### src/rtl/reg_transfer_seq.sv
// Block-transfer sequencer between an 8x32 register file and a pair of valid/ready streams.
// DUMP streams selected registers out in ascending index order; LOAD writes incoming beats into them.
module reg_transfer_seq #(
   parameter int DW   = 32,
   parameter int AW   = 3,
   parameter int NREG = 8
) (
   input  logic            clk,
   input  logic            rst,
   input  logic            start,
   input  logic            dir,
   input  logic [NREG-1:0] mask,
   output logic            busy,
   output logic            done,
   output logic [AW:0]     count,
   output logic [AW-1:0]   rf_ra,
   input  logic [DW-1:0]   rf_rd,
   output logic [AW-1:0]   rf_wa,
   output logic [DW-1:0]   rf_wd,
   output logic            rf_we,
   output logic [DW-1:0]   out_data,
   output logic [AW-1:0]   out_tag,
   output logic            out_valid,
   input  logic            out_ready,
   input  logic [DW-1:0]   in_data,
   input  logic            in_valid,
   output logic            in_ready
);

   typedef enum logic [1:0] {
      S_IDLE = 2'd0,
      S_DUMP = 2'd1,
      S_LOAD = 2'd2,
      S_DONE = 2'd3
   } state_t;

   state_t          state_q;
   logic [NREG-1:0] pend_q;
   logic            dir_q;
   logic [AW:0]     count_q;
   logic            busy_q;
   logic            done_q;
   logic [DW-1:0]   out_data_q;
   logic [AW-1:0]   out_tag_q;
   logic            out_valid_q;

   logic [AW-1:0]   idx;
   logic [NREG-1:0] pend_clr_d;
   logic            pend_any;

   function automatic logic [AW-1:0] lowest_set(input logic [NREG-1:0] v);
      logic [AW-1:0] r;
      r = {AW{1'b0}};
      for (int i = NREG - 1; i >= 0; i--) begin
         if (v[i]) r = AW'(i);
      end
      return r;
   endfunction

   function automatic logic [NREG-1:0] bit_sel(input logic [AW-1:0] i);
      return {{(NREG-1){1'b0}}, 1'b1} << i;
   endfunction

   // Next register to service and the pending set with it retired.
   always_comb begin
      idx        = lowest_set(pend_q);
      pend_clr_d = pend_q & ~bit_sel(idx);
      pend_any   = (pend_q != {NREG{1'b0}});
   end

   // Register-file and load-stream strobes; writes and beats are suppressed while reset is asserted.
   always_comb begin
      rf_ra    = {AW{1'b0}};
      rf_wa    = {AW{1'b0}};
      rf_wd    = {DW{1'b0}};
      rf_we    = 1'b0;
      in_ready = 1'b0;
      if ((state_q == S_DUMP) && !dir_q) begin
         rf_ra = idx;
      end else begin
         rf_ra = {AW{1'b0}};
      end
      if (state_q == S_LOAD) begin
         rf_wa = idx;
         rf_wd = in_data;
      end else begin
         rf_wa = {AW{1'b0}};
         rf_wd = {DW{1'b0}};
      end
      if (rst && (state_q == S_LOAD) && dir_q && pend_any) begin
         in_ready = 1'b1;
         rf_we    = in_valid;
      end else begin
         in_ready = 1'b0;
         rf_we    = 1'b0;
      end
   end

   // Sequencer FSM with registered status and dump-stream outputs.
   always_ff @(posedge clk) begin
      if (!rst) begin
         state_q     <= S_IDLE;
         pend_q      <= {NREG{1'b0}};
         dir_q       <= 1'b0;
         count_q     <= {(AW+1){1'b0}};
         busy_q      <= 1'b0;
         done_q      <= 1'b0;
         out_data_q  <= {DW{1'b0}};
         out_tag_q   <= {AW{1'b0}};
         out_valid_q <= 1'b0;
      end else begin
         done_q <= 1'b0;
         case (state_q)
            S_IDLE: begin
               if (start) begin
                  pend_q  <= mask;
                  dir_q   <= dir;
                  count_q <= {(AW+1){1'b0}};
                  if (mask == {NREG{1'b0}}) begin
                     state_q <= S_DONE;
                     done_q  <= 1'b1;
                     busy_q  <= 1'b0;
                  end else begin
                     state_q <= dir ? S_LOAD : S_DUMP;
                     busy_q  <= 1'b1;
                  end
               end
            end
            S_DUMP: begin
               if (out_valid_q && out_ready) begin
                  count_q <= count_q + {{AW{1'b0}}, 1'b1};
               end
               // Output slot is free or being drained this cycle.
               if (!out_valid_q || out_ready) begin
                  if (pend_any) begin
                     out_data_q  <= rf_rd;
                     out_tag_q   <= idx;
                     out_valid_q <= 1'b1;
                     pend_q      <= pend_clr_d;
                  end else begin
                     out_valid_q <= 1'b0;
                     state_q     <= S_DONE;
                     busy_q      <= 1'b0;
                     done_q      <= 1'b1;
                  end
               end
            end
            S_LOAD: begin
               if (rf_we) begin
                  pend_q  <= pend_clr_d;
                  count_q <= count_q + {{AW{1'b0}}, 1'b1};
                  if (pend_clr_d == {NREG{1'b0}}) begin
                     state_q <= S_DONE;
                     busy_q  <= 1'b0;
                     done_q  <= 1'b1;
                  end
               end
            end
            S_DONE: begin
               state_q <= S_IDLE;
               busy_q  <= 1'b0;
            end
            default: begin
               state_q     <= S_IDLE;
               pend_q      <= {NREG{1'b0}};
               busy_q      <= 1'b0;
               out_valid_q <= 1'b0;
            end
         endcase
      end
   end

   assign busy      = busy_q;
   assign done      = done_q;
   assign count     = count_q;
   assign out_data  = out_data_q;
   assign out_tag   = out_tag_q;
   assign out_valid = out_valid_q;

endmodule

### config.mk
export PLATFORM = sky130hd
export DESIGN_NAME = reg_transfer_seq
export DESIGN_NICKNAME = d
export VERILOG_FILES = /design/src/rtl/reg_transfer_seq.sv
export SDC_FILE = /design/constraint.sdc
export NUM_CORES = 1
export LEC_CHECK = 0
export CAP_MARGIN = 40
export CORE_UTILIZATION = 35
export DETAILED_ROUTE_END_ITERATION = 12
export PLACE_DENSITY = 0.78
export SLEW_MARGIN = 20
export SYNTH_ARGS = -nofsm -noshare
export SYNTH_HDL_FRONTEND = slang
export SYNTH_SLANG_ARGS = --single-unit
### constraint.sdc
create_clock -name clk -period 2.15 [get_ports clk]
set_clock_uncertainty 0.15 [all_clocks]
set_input_delay 0.215 -clock clk [delete_from_list [all_inputs] [get_ports clk]]
set_output_delay 0.215 -clock clk [all_outputs]
set_load 0.01 [all_outputs]
Word level (Yosys, flattened, before mapping)

Index checks and enable logic that the tools add are counted.
Widths: inputs -> output; s select.

Add/subtract/negate cells: 1
Equality and inequality tests: 10
Shift-type cells: 1
Mux-type cells: 45
Bitwise operators: 2
Reductions and logical operators: 19

Operator list:

| kind                | number |
|---|---|
| $mux 32             | 1 |
| $mux 8              | 4 |
| $mux 3              | 10 |
| $pmux 8 s3          | 1 |
| $logic_not 8->1     | 2 |
| $mux 1              | 15 |
| $mux 2              | 7 |
| $mux 4              | 3 |
| $pmux 4 s3          | 1 |
| $reduce_and 5->1    | 2 |
| $and 8x8->8         | 1 |
| $ne 2x2->1 const B  | 4 |
| $not 8->8           | 1 |
| $pmux 2 s4          | 1 |
| $reduce_bool 8->1   | 1 |
| $shl 1x3->8 const A | 1 |
| $ne 2x1->1 const B  | 3 |
| $logic_and 1x1->1   | 5 |
| $add 4x1->4 const B | 1 |
| $eq 2x2->1 const B  | 2 |
| $pmux 1 s4          | 1 |
| $reduce_and 2->1    | 2 |
| $reduce_and 4->1    | 1 |
| $pmux 1 s3          | 1 |
| 6 further kinds     | 7 |

Bits in registers: 53
Input port bits: 78
Output and inout port bits: 82

Longest topological paths before layout

Gate-level depths: netlist (run 1).

Depth in word-level cells: 15
Depth in mapped cells: 9
Gate-level depth less buffers: 8

Worst setup path after synthesis (run 1)

No wires, ideal clock.

Kind: register -> register
Start: register pend_q[3]
End: register busy_q (netlist: busy)
Setup time: 0.121 ns
Arrival: 1.940 ns
Slack: -0.061 ns
Stages on the path, launching flop included: 7
Period minus slack after synthesis: 2.211 ns
Cells stage by stage: dfxtp_1 > buf_6 > nor4_4 > a22oi_2 > or3_4 > a221oi_4 > mux2_4

Longest elaborated chain between the ends: 10
Elaborated cells between the ends (all ways): 15
Classes of those cells: eq/ne (3); shift (1); mux (5); bitwise (2); reduce/logical (4)

Ends and longest elaborated chain:

| element                      | RTL line | RTL |
|---|---|---|
| from (decl)                  | 38       | `logic [NREG-1:0] pend_q;` |
| from (signal assigned)       | 103      | `pend_q <= {NREG{1'b0}};` |
| from (signal assigned)       | 116      | `pend_q <= mask;` |
| from (signal assigned)       | 139      | `pend_q <= pend_clr_d;` |
| $mux 3 (4 in a row)          | 55       | `if (v[i]) r = AW'(i);` |
| $shl 1x3->8                  | 61       | `return {{(NREG-1){1'b0}}, 1'b1} << i;` |
| $not 8->8                    | 67       | `pend_clr_d = pend_q & ~bit_sel(idx);` |
| $and 8x8->8                  | 67       |  |
| $logic_not 8->1              | 152      | `if (pend_clr_d == {NREG{1'b0}}) begin` |
| $ne 2x1->1 (no line)         | n/a      |  |
| $reduce_and 5->1 (no line) * | n/a      |  |
| to (signal assigned)         | 154      | `busy_q <= 1'b0;` |
| to (signal assigned)         | 161      | `busy_q <= 1'b0;` |
| to (signal assigned)         | 166      | `busy_q <= 1'b0;` |
| to (decl)                    | 41       | `logic busy_q;` |

Mark *: on every way between the ends. The rest lies on a longest branch, timed or not.
A chain may end at the register's enable or synchronous reset.

Final worst setup path (run 1)

Start: register pend_q[6]
End: register pend_q[1]

Longest elaborated chain between the ends: 13
Elaborated cells between the ends (all ways): 20
Classes of those cells: eq/ne (2); shift (1); mux (12); bitwise (2); reduce/logical (3)

Ends and longest elaborated chain:

| element             | RTL line | RTL |
|---|---|---|
| $mux 3 (7 in a row) | 55       |  |
| $shl 1x3->8         | 61       |  |
| $not 8->8           | 67       |  |
| $and 8x8->8         | 67       |  |
| $mux 8              | 135      | `if (pend_any) begin` |
| $mux 8              | 134      | `if (!out_valid_q \|\| out_ready) begin` |
| $pmux 8 s3          | 113      | `case (state_q)` |

Several ways; a longest one is shown, not always the timed one. The select of a mux whose other input is x is not followed.

==> results of run 1 <==
## power breakdown
part	internal, mW	switching, mW
clock network	0.231	0.328
logic	1.89	1.63
registers	1.26	0.271
## how the worst max path moves through the flow
| stage | slack [ps] | to | cells past startpoint | from |
|---|---|---|---|---|
| after floorplan | -60 | busy$_SDFFE_PN0P_ | 6 | pend_q[3]$_SDFFE_PN0P_ |
| after global placement | 50 | rf_ra[0] | 6 | pend_q[5]$_SDFFE_PN0P_ |
| after detailed placement | -10 | busy$_SDFFE_PN0P_ | 6 | pend_q[5]$_SDFFE_PN0P_ |
| after CTS | 20 | pend_q[1]$_SDFFE_PN0P_ | 10 | pend_q[7]$_SDFFE_PN0P_ |
| after global routing | -30 | pend_q[2]$_SDFFE_PN0P_ | 10 | pend_q[6]$_SDFFE_PN0P_ |
| final | 30 | pend_q[1]$_SDFFE_PN0P_ | 9 | pend_q[6]$_SDFFE_PN0P_ |
## area by class of cell
type / instances / area, um^2 / area share
Clock inverter: 1 / 7.507 / 0.001556
Multi-Input combinational cell: 265 / 1639 / 0.3398
Timing Repair Buffer: 195 / 1876 / 0.3888
Tap cell: 102 / 127.6 / 0.02646
Sequential cell: 53 / 1075 / 0.2228
Clock buffer: 7 / 76.32 / 0.01582
Inverter: 6 / 22.52 / 0.004669
## through the flow
stage / instance area (um^2) / util / worst slack (ps) / hold WS [ps] / TNS (ps)
3_3_place_gp: 4637 / 0.6032 / 48.14 / 290.0 / 0
3_5_place_dp: 4637 / 0.6032 / -14.49 / 294.4 / -16.31
5_1_grt: 4823 / 0.6274 / -29.58 / 292.9 / -115.7
2_1_floorplan: 2775 / - / -61.17 / 197.6 / -61.17
6_report: 4823 / 0.6274 / 32.72 / 297.0 / 0
4_1_cts: 4797 / 0.6240 / 15.60 / 289.4 / 0
## kinds of logic (layout without fill, tap and decap cells)
group | count (synthesis) | in the layout | share of synthesized area
AO/OA/AOI/OAI | 81 | 81 | 0.2259
adder cells (fa/ha/maj) | 5 | 5 | 0.02254
buffers and inverters | 29 | 209 | 0.04283
flip-flops | 53 | 53 | 0.3823
multiplexers | 4 | 4 | 0.01623
AND/OR/NAND/NOR | 175 | 175 | 0.3102
## repair_timing
action                                  CTS  global route
hold buffers                              0             0
buffers inserted                          6             2
endpoints found under the hold margin     0             0
resized for setup                        59            12
endpoints found under the setup margin   42            31
gates cloned                              1             0
pin swaps                                 5             3
## cells in the mapped netlist (all sizes together), types with 2 or more instances
cell type	n	area share
a211oi	2	0.0072
a21boi	38	0.10
a21oi	9	0.018
a22oi	2	0.0072
and2	37	0.083
and3	3	0.0068
buf	3	0.0077
clkbuf	20	0.027
dfxtp	53	0.38
ha	5	0.023
inv	6	0.0081
mux2i	3	0.011
nand2	95	0.13
nand2b	6	0.014
nand3	6	0.011
nor2	9	0.012
nor2b	5	0.011
nor3	6	0.011
nor4	4	0.020
o211ai	3	0.0081
o21a	2	0.0054
o21ai	10	0.018
o221ai	2	0.0063
o22ai	5	0.011
## sequential cells by signal, summed over array words and instances (netlist names)
| register | cells |
|---|---|
| busy | 1 |
| count | 4 |
| dir_q | 1 |
| done | 1 |
| out_data | 32 |
| out_tag | 3 |
| out_valid | 1 |
| pend_q | 8 |
| state_q | 2 |
## critical path: stages (launching register included)
cell and delay, ps:
dfxtp_4 370, buf_4 140, nor4_4 280, buf_4 170, a21oi_2 60, buf_4 140, a31oi_4 190, a211o_1 180
nand2b_2 210, o22ai_1 120
## routing by layer
| metal | track usage | wire, um |
|---|---|---|
| met1 | 0.2108 | 3404 |
| met2 | 0.3794 | 4246 |
| met3 | 0.06281 | 722 |
| met4 | 0.06217 | 132 |
| met5 | 0 | 0 |
==> impl_metrics.json, run 1 <==
{
  "status": "finished clean",
  "p_total_mw": 5.614,
  "synth_edf_count": 0,
  "synthFlopType": "dfxtp_1",
  "portBuffers": 159,
  "fmax_ghz": 0.4723,
  "syn-num-nets": 430,
  "drv_cap": 0,
  "core_mm2": 0.007687,
  "ios": 160,
  "min_from": "rf_rd[28]",
  "gp_congestion": 0.9163,
  "dp_hpwl_um": 6270,
  "final_hold_viol_count": 0,
  "antenna_found_initial": 0,
  "synthArstFlopShare": 0,
  "avgViaCountPerCell": 4.895,
  "synth.distinct_cells": 45,
  "yosys_warnings": 0,
  "clk_latency_ps": 310,
  "drc": 0,
  "fin_crit_ps": 2117,
  "grt_first_pass_wirelength_um": 13620,
  "num_rows": 32,
  "chipHeight_um": 91.05,
  "synthCells": 347,
  "slew_headroom": 0.6193,
  "grt_pass1_vias": 2966,
  "whs_path_depth": 3,
  "worst_r2r_startpoint": "pend_q[6]$_SDFFE_PN0P_",
  "grt_start_max_net_pins": 66,
  "clock_tree.buffer_depth": 2,
  "syn_area_per_cell_um2": 7.998,
  "seq_area_frac_synth": 0.3823,
  "detail_route.iter0.violations": 121,
  "die-area_mm2": 0.008289,
  "rsz0062_at_grt": "yes",
  "grt_usage": 0.2011,
  "drive_gt1_frac": 0.1423,
  "power.leakage_nw": 1.981,
  "min_path_type": "input port to register",
  "overflow": 0,
  "timing.final.max_slew_violations": 0,
  "fillCellCount": 679,
  "final_cells": 629,
  "first_pass_iters": 4,
  "detail-route-antenna-nets": 0,
  "placed_cells": 612,
  "final_nets": 609,
  "routed_wl_um": 8505,
  "synth-seq-cells": 53,
  "worstMarginPinSlew_ps": 571.1,
  "die_w_um": 91.05,
  "rrSetupSlack_ps": 30,
  "cts_tree": "done",
  "insertedDiodeCount": 0,
  "criticalPathCategory": "register to register",
  "initial_core_util": 0.3610,
  "final_cell_mix": "118 x clkdlybuf4s50_1, 94 x nand2_1, 44 x dfxtp_1",
  "start_kind": "register",
  "numCtsBuffers": 5,
  "syn_area_mm2": 0.002775,
  "cp-end-kind": "register",
  "reg2reg_to": "pend_q[1]$_SDFFE_PN0P_",
  "wl_per_cell_um": 13.52,
  "layout_commonest_cell": "clkdlybuf4s50_1",
  "syn_to_final_growth_pct": 73.81,
  "final-setup-viol-count": 0,
  "clockRootBuffer": "clkbuf_8",
  "finalCritPeriodShare": 0.9848,
  "clkSinkCount": 53,
  "path_clk_slew_ps": 100,
  "power_density_mw_per_mm2": 1164,
  "max-vdd-ir-drop_mv": 0.4517,
  "htree_levels": 2,
  "vias": 3079,
  "worstHoldEndpoint": "out_data[28]$_SDFFE_PN0P_",
  "rr_worst_depth": 9,
  "worst-path-max-fanout": 7,
  "worstPathRequired_ps": 2180,
  "crit_arrival_ps": 2150
}
(Power assumes the default switching activity.)
==> run 2: changes to the inputs <==
--- a/config.mk
+++ b/config.mk
@@ -7,6 +7,7 @@
 export LEC_CHECK = 0
 export CAP_MARGIN = 40
 export CORE_UTILIZATION = 35
+export CTS_CLUSTER_SIZE = 30
 export DETAILED_ROUTE_END_ITERATION = 12
 export PLACE_DENSITY = 0.78
 export SLEW_MARGIN = 20
==> results of run 2 <==
Same layout as run 1: the final DEF is identical, and so are final timing and power.
==> RTL change 1: new RTL, flow settings as in run 2 <==
The parameter `AW` goes from 3 to 4.
--- a/src/rtl/reg_transfer_seq.sv
+++ b/src/rtl/reg_transfer_seq.sv
@@ -2,7 +2,7 @@
 // DUMP streams selected registers out in ascending index order; LOAD writes incoming beats into them.
 module reg_transfer_seq #(
    parameter int DW   = 32,
-   parameter int AW   = 3,
+   parameter int AW   = 4,
    parameter int NREG = 8
 ) (
    input  logic            clk,
Ports: changed (resized count, out_tag, rf_ra and rf_wa); port bits go from 160 to 164. No check against the original RTL was run, so the function may have changed too.
==> RTL change 1 against run 2 <==
- maximum frequency rose by 1.7%
- first-iteration DRC count shrank 21%
- synthesized area is essentially flat
- critical endpoint is now rf_wd[15]
- total power decreased by 11%
- global-route usage grew 0.34 points
- wire length is 0.52% lower
- worst setup slack gained 0.036 ns
- sequential cell count increased by 1
- cell area decreased by 1.6%
==> RTL change 1: results (changes against run 2) <==
metric,value,unit,change
r2r-end,busy,,was pend_q[1]
port-buffer-count,160,,was 159
p_sw,1.975,mW,was 2.228 mW
buffers,180,,was 195
combPwrFrac,57.5,%,was 62.8%
min_from,rf_rd[14],,was rf_rd[28]
syn_inst,358,,was 347
holdWs,0.3090,ns,was 0.2970 ns
clock_buffers,6,,was 7
critPathSlowestCell,clkdlybuf4s50_1,,was dfxtp_4
reg2reg_depth,6,,was 9
via_count,3029,,was 3079
critPathMaxFanout,24,,was 7
synth-compound-area-share,21.50,%,was 22.59%
critPathCapture,rf_wd[15],,was pend_q[1]
hpwl,6464,µm,was 6270 µm
final-clk-cell-share,2.083,%,was 1.738%
r2r_start,pend_q[2],,was pend_q[6]
min_period_over_period,96.79,%,was 98.48%
gp_congestion,0.7885,,was 0.9163
multi_input_area_share,33.83,%,was 33.98%
synth_area,2776,µm²,was 2775 µm²
grtUsageTotal,20.44,%,was 20.11%
synthTopCellsByArea,"dfxtp_1 (39%), nand2_1 (13%), a21boi_0 (9.5%), and2_1 (8.1%), ha_1 (2.3%)",,"was dfxtp_1 (38%), nand2_1 (13%), a21boi_1 (8.9%), and2_1 (8.3%), clkbuf_1 (2.7%)"
grt_first_pass_wirelength,13850,µm,was 13620 µm
critPathLaunch,state_q[0],,was pend_q[6]
cts.sinks,54,,was 53
status,"finished, final reports clean",,unchanged
post_cts_buffers,0,,was 6
synth.mux.area_fraction,1.127,%,was 1.623%
ys_types,46,,was 45
grt_max_degree,69,,was 66
cpLargestDelayFamily,buffers and inverters,,was compound AO/OA/AOI/OAI gates
post_cts_resized,20,,was 59
relSlewSlack,60.17,%,was 61.93%
cpPeakStageDelay,0.53,ns,was 0.37 ns
r2r_slack,0.09,ns,was 0.03 ns
wl_per_cell,13.56,µm,was 13.52 µm
-- RTL change 1: changes by cell type in the layout (fill, tap and decap cells not counted), sizes merged, moves of 4 or more --
cell and change:
a21o +5, dlygate4sd2 -31, clkdlybuf4s50 +29, buf -16, dlymetal6s2s +4, nor3 -4, a21oi +4, o21ai -4
-- RTL change 1: cells by family after synthesis --
| kind of cell | count (synthesis) |
|---|---|
| buffers and inverters | 34 |
| other | 1 |
| flip-flops | 54 |
| adder cells (fa/ha/maj) | 5 |
| AND/OR/NAND/NOR | 176 |
| AO/OA/AOI/OAI | 85 |
| multiplexers | 3 |
-- RTL change 1: per-layer routing --
| layer | vias to the layer above | part of all wire, % | global-route usage, % |
|---|---|---|---|
| li1 | 1517 | - | - |
| met1 | 1375 | 41 | 22.88 |
| met2 | 124 | 50 | 37.37 |
| met3 | 13 | 8.0 | 5.779 |
| met4 | 0 | 1.5 | 6.085 |
| met5 | - | 0 | 0 |
==> RTL change 2: new RTL, flow settings as in run 2 <==
Without the edit above. Register the output `count` once more, without a reset; this adds one clock of latency there. The other outputs are not delayed to match.
--- a/src/rtl/reg_transfer_seq.sv
+++ b/src/rtl/reg_transfer_seq.sv
@@ -172,7 +172,9 @@
 
    assign busy      = busy_q;
    assign done      = done_q;
-   assign count     = count_q;
+   always_ff @(posedge clk) begin
+      count <= count_q;
+   end
    assign out_data  = out_data_q;
    assign out_tag   = out_tag_q;
    assign out_valid = out_valid_q;
Formal check against the unedited RTL: not equivalent (Yosys sat finds a counterexample within 4 cycles, from zero or initial values and one cycle with rst low).
==> RTL change 2 against run 2 <==
- the run now ends with negative setup slack left
- synthesized area is 3.7% higher
- non-clock buffer count is 3 higher
- sequential power about the same
- cell area rose by 7.8%
- sequential cell count up 4
- largest power group unchanged
- total power increased by 19%
- worst setup slack got worse by 0.062 ns
- wire length rose by 12%
==> RTL change 2: results (changes against run 2) <==
metric,value,unit,change
nonClkBufAreaFrac,37.99,%,was 38.88%
placed_cell_area,4727,µm²,was 4637 µm²
setup_tns,-0.02973,ns,was 0 ns
dr_wl_met2,4788,µm,was 4246 µm
r2r_slack,0.06,ns,was 0.03 ns
area_growth,80.69,%,was 73.81%
min_from,count_q[3],,was rf_rd[28]
r2r_start,pend_q[2],,was pend_q[6]
status,"finished, violations left",,"was finished, final reports clean"
met3_length,497,µm,was 722 µm
nets,629,,was 609
ys_types,49,,was 45
sh_seq_area,22.10,%,was 22.28%
violations,negative setup slack,,
grt_first_pass_wirelength,14530,µm,was 13620 µm
arrival,1.81,ns,was 2.15 ns
critPathCapture,rf_we,,was pend_q[1]
min_to,count[3],,was out_data[28]
worst_hold_path_type,register to register,,was primary input to register
holdPathStages,0,,was 3
seq_area_frac_synth,39.67,%,was 38.23%
grt_max_degree,42,,was 66
critPathLaunch,pend_q[5],,was pend_q[6]
clkLatencyLatePin,0.33,ns,was 0.31 ns
setup_viol,1,,was 0
clock_buffers,10,,was 7
ys_seq_elements,57,,was 53
gp_congestion,0.8272,,was 0.9163
clock_power,1.14,mW,was 0.559 mW
powerDensity,1283,nW/µm²,was 1164 nW/µm²
pre_cts_ws,0.001170,ns,was -0.01449 ns
routed_wl,9525,µm,was 8505 µm
grtUsageTotal,21.47,%,was 20.11%
cpLargestDelayFamily,simple AND/OR/NAND/NOR gates,,was compound AO/OA/AOI/OAI gates
synth_commonest_cells,"nand2_1 (96), dfxtp_1 (57), and2_1 (33), a21boi_1 (30)",,"was nand2_1 (95), dfxtp_1 (53), and2_1 (37), a21boi_1 (33), clkbuf_1 (20)"
wl_met1,4027,µm,was 3404 µm
p_leak,2.280,nW,was 1.981 nW
setup_ws,-0.02973,ns,was 0.03272 ns
worstMarginPinSlew,0.4600,ns,was 0.5711 ns
syn_nets,445,,was 430
p_sw,2.607,mW,was 2.228 mW
h-tree-depth,3,,was 2
drive_above_1_share,16.52,%,was 14.23%
grt_pass1_vias,3118,,was 2966
synthTopCellsByArea,"dfxtp_1 (40%), nand2_1 (13%), a21boi_1 (7.8%), and2_1 (7.2%), a21oi_1 (2.8%)",,"was dfxtp_1 (38%), nand2_1 (13%), a21boi_1 (8.9%), and2_1 (8.3%), clkbuf_1 (2.7%)"
irDropWorstVdd,0.0009501,V,was 0.0004517 V
r2r-end,out_data[6],,was pend_q[1]
inverters,7,,was 6
wl_per_cell,14.59,µm,was 13.52 µm
cts_made_buffers,9,,was 5
critPathSlowestCell,or4_4,,was dfxtp_4
drt_iter0_markers,103,,was 121
==> RTL change 2: what timing repair did <==
| action | 4_1_cts | 5_1_grt |
|---|---|---|
| hold buffers | 0 | 0 |
| gates resized for setup | 64 | 28 |
| pin swaps | 6 | 2 |
| endpoints found under the setup margin | 40 | 34 |
| buffers inserted | 4 | 0 |
| gates cloned | 1 | 2 |
==> RTL change 2: cells by family after synthesis <==
| family | after synthesis | share of synthesized area, % |
|---|---|---|
| AND/OR/NAND/NOR | 178 | 30.54 |
| AO/OA/AOI/OAI | 87 | 21.10 |
| flip-flops | 57 | 39.67 |
| buffers and inverters | 32 | 5.481 |
| adder cells (fa/ha/maj) | 5 | 2.175 |
| multiplexers | 3 | 1.044 |
==> RTL change 2: per-layer routing <==
metal | vias to the layer above | global-route usage [%]
met1 | 1471 | 24.95
li1 | 1595 | -
met3 | 21 | 4.680
met2 | 113 | 37.35
met5 | - | 0
met4 | 0 | 10.13
